[src/rtl/jtframe_joyser.sv]
// Serial joystick adapter scanner: loads, shifts and publishes CHANNELS*BITS button bits.
// Optional macro JTFRAME_JOYSER_FILTER_EN: publish a frame only when it repeats the previous raw frame.
module jtframe_joyser #(
    parameter int CHANNELS   = 2,
    parameter int BITS       = 12,
    parameter int DIV        = 16,
    parameter int GAP        = 8,
    parameter int ACTIVE_LOW = 1,
    parameter logic [BITS-1:0] COMBO_MASK = BITS'(12'hC00)
) (
    input  logic                     clk_sys,
    input  logic                     rst_n,
    input  logic                     en,
    output logic                     JOY_CLK,
    output logic                     JOY_LOAD,
    input  logic                     JOY_DATA,
    output logic [CHANNELS*BITS-1:0] joy_flat,
    output logic                     joy_valid,
    output logic                     osd_combo
);

    localparam int N  = CHANNELS * BITS;
    localparam int TW = $clog2(DIV);
    localparam int GW = $clog2(GAP + 1);
    localparam int BW = $clog2(N);

    typedef enum logic [1:0] {IDLE, LOAD, SHIFT, COMMIT} state_t;

    state_t          state_q, state_d;
    logic [TW-1:0]   tick_q;
    logic [GW-1:0]   gap_q, gap_d;
    logic [BW-1:0]   bit_q, bit_d;
    logic            phase_q, phase_d;
    logic            load_q, load_d;
    logic            jclk_q, jclk_d;
    logic [N-1:0]    shift_q;
    logic [N-1:0]    flat_q;
    logic            valid_q;
    logic            osd_q;
    logic            tick;
    logic            sample_en;
    logic            commit;
    logic            accept;
    logic            sample;

    assign tick   = (tick_q == TW'(DIV - 1));
    assign sample = (ACTIVE_LOW != 0) ? ~JOY_DATA : JOY_DATA;

    always_ff @(posedge clk_sys) begin
        if (!rst_n) tick_q <= '0;
        else        tick_q <= tick ? '0 : tick_q + 1'b1;
    end

    always_comb begin
        state_d   = state_q;
        gap_d     = gap_q;
        bit_d     = bit_q;
        phase_d   = phase_q;
        jclk_d    = 1'b0;
        sample_en = 1'b0;
        commit    = 1'b0;
        case (state_q)
            IDLE: begin
                if (tick) begin
                    if (gap_q >= GW'(GAP - 1)) begin
                        // Gap elapsed: hold the count saturated until en allows a scan
                        if (en) begin
                            state_d = LOAD;
                            gap_d   = '0;
                        end else begin
                            gap_d   = GW'(GAP);
                        end
                    end else begin
                        gap_d = gap_q + 1'b1;
                    end
                end
            end
            LOAD: begin
                if (tick) begin
                    state_d = SHIFT;
                    bit_d   = '0;
                    phase_d = 1'b0;
                end
            end
            SHIFT: begin
                jclk_d = jclk_q;
                if (tick) begin
                    if (!phase_q) begin
                        sample_en = 1'b1;
                        jclk_d    = 1'b1;
                        phase_d   = 1'b1;
                    end else begin
                        jclk_d  = 1'b0;
                        phase_d = 1'b0;
                        if (bit_q == BW'(N - 1)) begin
                            state_d = COMMIT;
                            bit_d   = '0;
                        end else begin
                            bit_d = bit_q + 1'b1;
                        end
                    end
                end
            end
            COMMIT: begin
                commit  = 1'b1;
                state_d = IDLE;
            end
            default: state_d = IDLE;
        endcase
        load_d = (state_d != LOAD);
    end

    always_ff @(posedge clk_sys) begin
        if (!rst_n) begin
            state_q <= IDLE;
            gap_q   <= '0;
            bit_q   <= '0;
            phase_q <= 1'b0;
            load_q  <= 1'b1;
            jclk_q  <= 1'b0;
        end else begin
            state_q <= state_d;
            gap_q   <= gap_d;
            bit_q   <= bit_d;
            phase_q <= phase_d;
            load_q  <= load_d;
            jclk_q  <= jclk_d;
        end
    end

    genvar gi;
    generate
        for (gi = 0; gi < N; gi++) begin : g_shift
            always_ff @(posedge clk_sys) begin
                if (!rst_n)                                   shift_q[gi] <= 1'b0;
                else if (sample_en && (bit_q == BW'(gi)))     shift_q[gi] <= sample;
            end
        end
    endgenerate

`ifdef JTFRAME_JOYSER_FILTER_EN
    logic [N-1:0] prev_q;

    assign accept = (shift_q == prev_q);

    always_ff @(posedge clk_sys) begin
        if (!rst_n)      prev_q <= '0;
        else if (commit) prev_q <= shift_q;
    end
`else
    assign accept = 1'b1;
`endif

    always_ff @(posedge clk_sys) begin
        if (!rst_n) begin
            flat_q  <= '0;
            valid_q <= 1'b0;
            osd_q   <= 1'b0;
        end else begin
            valid_q <= commit && accept;
            if (commit && accept) flat_q <= shift_q;
            osd_q   <= ((flat_q[BITS-1:0] & COMBO_MASK) == COMBO_MASK);
        end
    end

    assign JOY_CLK   = jclk_q;
    assign JOY_LOAD  = load_q;
    assign joy_flat  = flat_q;
    assign joy_valid = valid_q;
    assign osd_combo = osd_q;

endmodule

[config.mk]
export PLATFORM = sky130hd
export DESIGN_NAME = jtframe_joyser
export DESIGN_NICKNAME = d
export VERILOG_FILES = /design/src/rtl/jtframe_joyser.sv
export SDC_FILE = /design/constraint.sdc
export NUM_CORES = 1
export LEC_CHECK = 0
export CAP_MARGIN = 10
export CORE_ASPECT_RATIO = 2
export CORE_MARGIN = 2
export CORE_UTILIZATION = 50
export CTS_BUF_LIST = sky130_fd_sc_hd__clkbuf_4 sky130_fd_sc_hd__clkbuf_8
export DETAILED_ROUTE_END_ITERATION = 8
export GPL_ROUTABILITY_DRIVEN = 0
export PLACE_DENSITY = 0.7
export SKIP_LAST_GASP = 1
export SLEW_MARGIN = 15
export SYNTH_ARGS = -nofsm -noshare
export SYNTH_HDL_FRONTEND = slang
export SYNTH_SLANG_ARGS = --single-unit
export TNS_END_PERCENT = 5
[constraint.sdc]
create_clock -name clk_sys -period 2.3 [get_ports clk_sys]
set_input_delay 0.23 -clock clk_sys [delete_from_list [all_inputs] [get_ports clk_sys]]
set_output_delay 0.23 -clock clk_sys [all_outputs]
set_load 0.02 [all_outputs]
### Yosys cells after proc, flatten, opt, wreduce, memory -nomap -nowiden

Index checks and enable logic that the tools add are counted.

* output and inout port bits: 28
* bits of input ports: 4
* register bits: 68
* word-level logic and storage cells: 126

* bitwise gates (word level): 2
* magnitude comparators: 1
* reduce and logical (&&, ||, !) cells: 32
* eq/ne operators: 32
* $add $sub $neg: 3
* mux-type cells: 22

Operators with widths (number)
* == test 5 x 4 -> 1 bit (second input constant): 8
* == test 5 bit (second input constant): 8
* logical AND 1 bit: 24
* == test 5 x 3 -> 1 bit (second input constant): 4
* 2-to-1 mux 5 bit: 4
* 2-to-1 mux 2 bit: 7
* == test 5 x 2 -> 1 bit (second input constant): 2
* case mux 5 bit (2 select lines): 1
* adder 4 x 1 -> 4 bit (second input constant): 2
* 2-to-1 mux 4 bit: 2
* case mux 2 bit (4 select lines): 1
* == test 2 bit (second input constant): 3
* 2-to-1 mux 1 bit: 6
* inequality test 2 bit (second input constant): 3
* adder 5 x 1 -> 5 bit (second input constant): 1
* == test 5 x 1 -> 1 bit (second input constant): 1
* logical NOT 5 bit: 1
* == test 4 bit (second input constant): 1
* >= comparator 4 x 3 -> 1 bit (second input constant): 1
* AND reduction 2 bit: 2
* AND reduction 4 bit: 1
* AND reduction 3 bit: 1
* == test 2 x 1 -> 1 bit (second input constant): 1
* logical NOT 2 bit: 1
* 5 further kinds: 6

### Logic depth before layout (Yosys ltp)

Gate-level depths: netlist of the first run.

* depth in word-level cells: 6
* gate-level depth with buffers: 6

### Worst setup path after synthesis of the first run

No wires, ideal clock.

* path kind: reg-to-reg
* start: reg tick_q[0]
* end: reg shift_q[20]
* setup time: 72 ps
* path buffers: 0
* stages on the path, launching flop included: 6
* path slack: 689 ps
* arrival: 1539 ps
* period minus slack after synthesis: 1611 ps
* cells stage by stage: dfxtp_1 > ha_1 > nand3_2 > nor4b_4 > and3_1 > mux2i_1

* longest elaborated chain between the ends: 4

RTL lines
* start, declared: RTL line 30 `logic [TW-1:0] tick_q;`
* start signal, assigned: RTL line 51 `else tick_q <= tick ? '0 : tick_q + 1'b1;`
* == test 4 bit: RTL line 46 `assign tick = (tick_q == TW'(DIV - 1));`
* 2-to-1 mux 1 bit: RTL line 87 `if (tick) begin`
* 2-to-1 mux 1 bit: RTL line 62 `case (state_q)`
* logical AND 1 bit: RTL line 136 `else if (sample_en && (bit_q == BW'(gi))) shift_q[gi] <= sample;`
* end signal, assigned by index: RTL line 136
* end, declared: RTL line 36 `logic [N-1:0] shift_q;`

No other way between the ends.
A chain may end at the register's enable or synchronous reset.

### Final worst setup path of the first run

* start: reg tick_q[0]
* end: reg shift_q[9]

The elaborated chain is that of the path after synthesis.

==> results.md, run 1 <==
* LEAKAGE at 1.20 nW
* CTS tree: yes
* Port Buffers at 31
* Hold WC Path Type: flip-flop to flip-flop
* Starting Density at 51.6%
* Die Area at 6510 um2
* Largest net degree at the start of global routing at 49
* Final #Nets at 358
* Asr flop ratio synth at 0%
* Max VDD drop at 0.493 mV
* MaxCap Viol Count at 0
* Root buf cell: clkbuf_8
* Dominant synthesized flop cell: dfxtp_1
* Worst path cell trace: ha_1 -> nand4b_4 -> nor4_4 -> a21oi_1 -> a311oi_1
* Area growth syn-to-layout at 14.4%
* Placed Cells incl. Taps at 397
* Pre-CTS setup slack at 0.473 ns
* Clock Sinks at 68
* Largest family of logic cells by synthesized area: simple AND/OR/NAND/NOR gates
* DRT iter0 DRCs at 77
* Cell Area, Placed at 3170 um2
* Area share of and/or/nand/nor cells after synthesis at 23.7%
* DIE WIDTH at 58.1 um
* Post-detail-place hpwl at 4190 um
* XOR/XNOR Fraction of Synth Area at 0.300%
* Routed WL at 5920 um
* Synth warnings at 0
* Gr usage total at 20.5%
* Area contributors post-synth: dfxtp_1 (47%), nand2_1 (9.0%), a21oi_1 (7.9%)
* Run status: finished clean
* Hold_ws at 0.452 ns
* Syn Std Cell Area at 2920 um2
* Synth area leader: dfxtp_1
* Compound-Gate Fraction of Synth Area at 15.5%
* Share of the core filled with cells at 59.1%
* Postcts setup bufs at 0
* RSZ-0062 raised after global routing: false
* Reg clk slew, reported paths at 0.07 ns
* Post-synth EDFFs at 0
* Fin crit period at 1.84 ns
* Sequential area share after synthesis at 46.6%
* Final worst-path setup slack at 0.465 ns
* Worst setup EP type: flip-flop
* CTS Buf Count at 9
* Clk buf depth at 2
* Hold Vio Cnt, Final at 0
* TritonRoute pass-1 iters at 4
* Worst slew margin at 46.5%
* Critical Path RT at 2.54 ns
* Final non-filler cell total at 412
* CORE AREA at 5660 um2
* Yosys top cell area share at 46.6%
* Grt total ovfl at 0
* Commonest cells after routing, fill and taps aside: nand2_1 (70), dfxtp_1 (68), a21oi_1 (46)
* Worst reg2reg setup slack at 0.46 ns
* Post-DRT Antenna Nets at 0
* Startpoint Class: flip-flop
* Synth Instances at 322
* Final setup TNS at 0 ns
* Syn nets at 333
* Power Total at 2.12 mW
* Initial antenna violation count at 0
* Die H at 112 um
* Cell Rows at 39
* Critical Path Fanout Max at 7
* PwrDens at 635 nW/um2
* Vias per cell at 5.64
* Most common cell after layout, fill and taps aside: nand2_1
* Clk_lat worst skew at 0.34 ns
* IO Count at 32
* CTS resizes at 0
* Clk_skew at 0.00511 ns
* Share of layout cells above drive strength 1 at 9.40%
* Drt drc at 0
* N_diodes at 0
* DR WL/cell at 14.4 um
* Avg Inst Size Synth at 9.08 um2
* First-pass GRT wire length at 10300 um
* Vias in the first global route at 2166
* Synth Register Bits at 68
* Finished Cell Area at 3340 um2
* Post-Synth Adder-Cell Area at 3.00%
* Mux share of post-synthesis cell area at 3.77%
* Slowest stage cell, crit path: nor4_4
* Routed via count at 2322
* Final setup viols at 0
* Final number of max-transition violations at 0
* Worst Max-Slew Pin Slew at 0.800 ns
* H-tree levels at 3
* Cts hold-fix bufs at 0
* WP data arrival at 2.07 ns
* Unique masters post-synth at 34
* Max Fclk at 545 MHz
* Setup CP Type: flip-flop to flip-flop
* Tcrit/Tclk final at 79.8%
* Largest incremental delay on the critical path at 0.44 ns
-- area by class of cell --
cell class                      instances  area (um2)
Tap cell                               61        76.3
Fill cell                             532        2320
Timing Repair Buffer                   37         355
Multi-Input combinational cell        225        1350
Clock inverter                          2        10.0
Sequential cell                        68        1360
Clock buffer                           13         166
Inverter                                6        22.5
-- Yosys cell counts, drive strengths merged, types with 4 or more instances --
cell / count
dfxtp: 68
buf: 5
a21oi: 46
a311oi: 14
ha: 7
inv: 6
clkbuf: 18
nor4: 4
nor2: 12
mux2i: 11
and3: 9
o21ai: 10
nand2: 70
nand4: 4
nand3: 16
-- path summary, 6_finish.rpt --
path / startpoint / endpoint / cells after the start
min: shift_q[12]$_SDFFE_PN0P_ / joy_flat[12]$_SDFFE_PN0P_ / 2
max: tick_q[0]$_SDFF_PP0_ / shift_q[9]$_SDFFE_PN0P_ / 5
max reg2reg: tick_q[0]$_SDFF_PP0_ / shift_q[9]$_SDFFE_PN0P_ / 5
min reg2reg: shift_q[12]$_SDFFE_PN0P_ / joy_flat[12]$_SDFFE_PN0P_ / 2
-- sequential cells by signal, indices dropped and copies added (netlist names) --
register   count
state_q        2
osd_combo      1
JOY_CLK        1
JOY_LOAD       1
bit_q          5
gap_q          4
shift_q       24
tick_q         4
joy_valid      1
joy_flat      24
phase_q        1
-- worst max-delay path, delay by kind of cell, from the launching register on --
kind                     cells  cell delay [ns]
adder cells (fa/ha/maj)      1             0.31
flip-flops                   1             0.38
AO/OA/AOI/OAI                2             0.39
AND/OR/NAND/NOR              2             0.65
-- layer usage --
layer	global-route usage, %	part of all wire [%]
met1	22.3	39
met2	36.4	56
met3	4.95	2.9
met4	8.84	2.0
met5	0	0
-- where the power goes --
| part | total (mW) | internal, mW | switching [mW] |
|---|---|---|---|
| combinational | 0.0652 | 0.0213 | 0.0439 |
| sequential | 1.19 | 1.18 | 0.00909 |
| clock | 0.866 | 0.465 | 0.401 |
| total | 2.12 | 1.67 | 0.454 |
-- cell families (layout without fill, tap and decap cells) --
logic type,Yosys count,in the layout
flip-flops,68,68
AND/OR/NAND/NOR,129,129
XOR/XNOR,1,1
buffers and inverters,29,58
adder cells (fa/ha/maj),7,7
AO/OA/AOI/OAI,77,77
multiplexers,11,11
Note: power is estimated with default switching activity, not from simulation.
==> inputs of run 2 (changes only) <==
PLACE_DENSITY = 0.73   (was 0.7)
clock period = 1.55 ns   (was 2.3 ns; I/O delays follow)
==> run 2 against run 1 <==
Effect of this change: the flow now finishes with violations (setup timing); routed wire length is 8.9% higher; utilization increased by 5.8 points; critical path depth is 2 higher; register-to-register slack worse by 0.48 ns.
==> results.md, run 2 (same netlist as run 1, synthesis figures left out) <==
* Run status: finished, violations left
* Failing checks: setup timing
* Hold path cells at 2
* Max Fclk at 640 MHz
* Critical Path Fanout Max at 8
* Final worst-path setup slack at -0.0126 ns
* PwrDens at 915 nW/um2
* Tcrit/Tclk final at 101%
* Final setup TNS at -0.0384 ns
* Final #Nets at 387
* LEAKAGE at 1.37 nW
* Routed via count at 2441
* Fin crit period at 1.56 ns
* Post-DRT Antenna Nets at 0
* Hold wc startpoint: shift_q[17]$_SDFFE_PN0P_
* Most common cell after layout, fill and taps aside: nand2_1
* Vias per cell at 5.54
* Int Power at 2.64 mW
* Critical Path RT at 1.83 ns
* Grt total ovfl at 0
* DIE WIDTH at 58.1 um
* Commonest cells after routing, fill and taps aside: nand2_1 (70), dfxtp_1 (64), a21oi_1 (46)
* Final number of max-transition violations at 0
* Worst path cell trace: ha_4 -> buf_6 -> nand3_4 -> nor4b_4 -> buf_4 -> and3_1 -> mux2i_1
* N_diodes at 0
* Clk_skew at 0.00500 ns
* Cts hold-fix bufs at 0
* Reg clk slew, reported paths at 0.07 ns
* CORE AREA at 5660 um2
* Sw Share at 21.4%
* CTS tree: yes
* Slowest stage cell, crit path: dfxtp_2
* Area growth syn-to-layout at 25.6%
* Psw at 718 uW
* WP data arrival at 1.84 ns
* Final setup viols at 6
* Worst path top cell family by delay: simple AND/OR/NAND/NOR gates
* Setup CP Type: flip-flop to flip-flop
* Root buf cell: clkbuf_8
* Clock Sinks at 68
* CP bufs+invs at 2
* Initial antenna violation count at 0
* Reg2reg start: tick_q[1]$_SDFF_PP0_
* Die Area at 6510 um2
* Clk_lat worst skew at 0.35 ns
* Largest incremental delay on the critical path at 0.35 ns
* Worst reg2reg setup slack at -0.01 ns
* Clk pwr share at 43.4%
* Die H at 112 um
* Clk buf depth at 2
* Cell Rows at 39
* Hold WC Path Type: flip-flop to flip-flop
* First-pass GRT wire length at 11000 um
* Largest net degree at the start of global routing at 49
* Starting Density at 51.6%
* Hold Vio Cnt, Final at 0
* Max VDD drop at 0.810 mV
* Routed WL at 6440 um
* Port Buffers at 31
* DRT iter0 DRCs at 98
* Post-detail-place hpwl at 4430 um
* Worst reg2reg path endpoint: shift_q[21]$_SDFFE_PN0P_
* CTS Buf Count at 9
* Startpoint Class: flip-flop
* MaxCap Viol Count at 0
* Power Total at 3.36 mW
* TritonRoute pass-1 iters at 4
* Worst Max-Slew Pin Slew at 0.410 ns
* Gr usage total at 22.1%
* Share of layout cells above drive strength 1 at 19.5%
* RSZ-0062 raised after global routing: true
* Drt drc at 0
* Vias in the first global route at 2345
* Gate power share at 3.8%
* DR WL/cell at 14.6 um
* Crit path launch: tick_q[1]$_SDFF_PP0_
* Seq pwr share at 52.7%
* IO Count at 32
* Worst setup EP type: flip-flop
* Hold EP: joy_flat[17]$_SDFFE_PN0P_
* R2R cell count at 7
* H-tree levels at 3
* Worst slew margin at 72.7%
## run 2: cell types whose count changed in the layout (fill, tap and decap cells not counted), sizes merged
cell    delta
buf       +29
clkinv     -1
bufinv     +1
## run 2: power by group through the flow
stage / logic [mW] / clock network (mW) / registers [mW]
final: 0.129 / 1.46 / 1.77
after global placement: 0.120 / 0 / 1.81
after CTS: 0.123 / 1.49 / 1.77
after floorplan: 0.0838 / 0 / 1.81
after detailed placement: 0.123 / 0 / 1.81
after global routing: 0.139 / 1.55 / 1.77
## run 2: final cells by class
cell class | instances | area [um2]
Timing Repair Buffer | 66 | 614
Sequential cell | 68 | 1370
Tap cell | 61 | 76.3
Inverter | 6 | 22.5
Fill cell | 482 | 1990
Clock inverter | 2 | 35.0
Multi-Input combinational cell | 225 | 1400
Clock buffer | 13 | 160
## run 2: worst max path at each step
stage	end	slack, ns	cells after the start
floorplan	shift_q[20]$_SDFFE_PN0P_	0.001	5
global placement	shift_q[1]$_SDFFE_PN0P_	-0.009	5
detailed placement	shift_q[6]$_SDFFE_PN0P_	-0.15	5
CTS	shift_q[8]$_SDFFE_PN0P_	-0.02	6
global route	shift_q[8]$_SDFFE_PN0P_	-0.12	7
finish	shift_q[21]$_SDFFE_PN0P_	-0.01	7
## run 2: metrics by stage
stage               utilization [%]  instances  setup WS, ns  hold WS, ns  cell area (um2)
finish                         64.9        441       -0.0126        0.450             3670
detailed placement             59.7        418        -0.146        0.442             3380
global placement               59.7        418      -0.00873        0.440             3380
global route                   64.9        441        -0.120        0.472             3670
CTS                            63.6        435       -0.0174        0.452             3600
floorplan                         -        322      0.000979        0.261             2940
## run 2: per-layer routing
metal	track usage, %	routed length (um)	part of all wire, %
met4	10.7	210	3.3
met3	6.45	221	3.4
met2	38.3	3490	54
met1	23.7	2520	39
met5	0	0	0
## run 2: worst register-to-register path, cell delays in order, from the launching register on
cell and delay [ns]:
dfxtp_2 0.35, ha_4 0.17, buf_6 0.11, nand3_4 0.09, nor4b_4 0.22, buf_4 0.18, and3_1 0.18, mux2i_1 0.18
## run 2: what timing repair did
action,4_1_cts,5_1_grt
pin swaps,6,16
setup endpoints to repair,20,27
gates resized for setup,5,7
buffers inserted,2,6
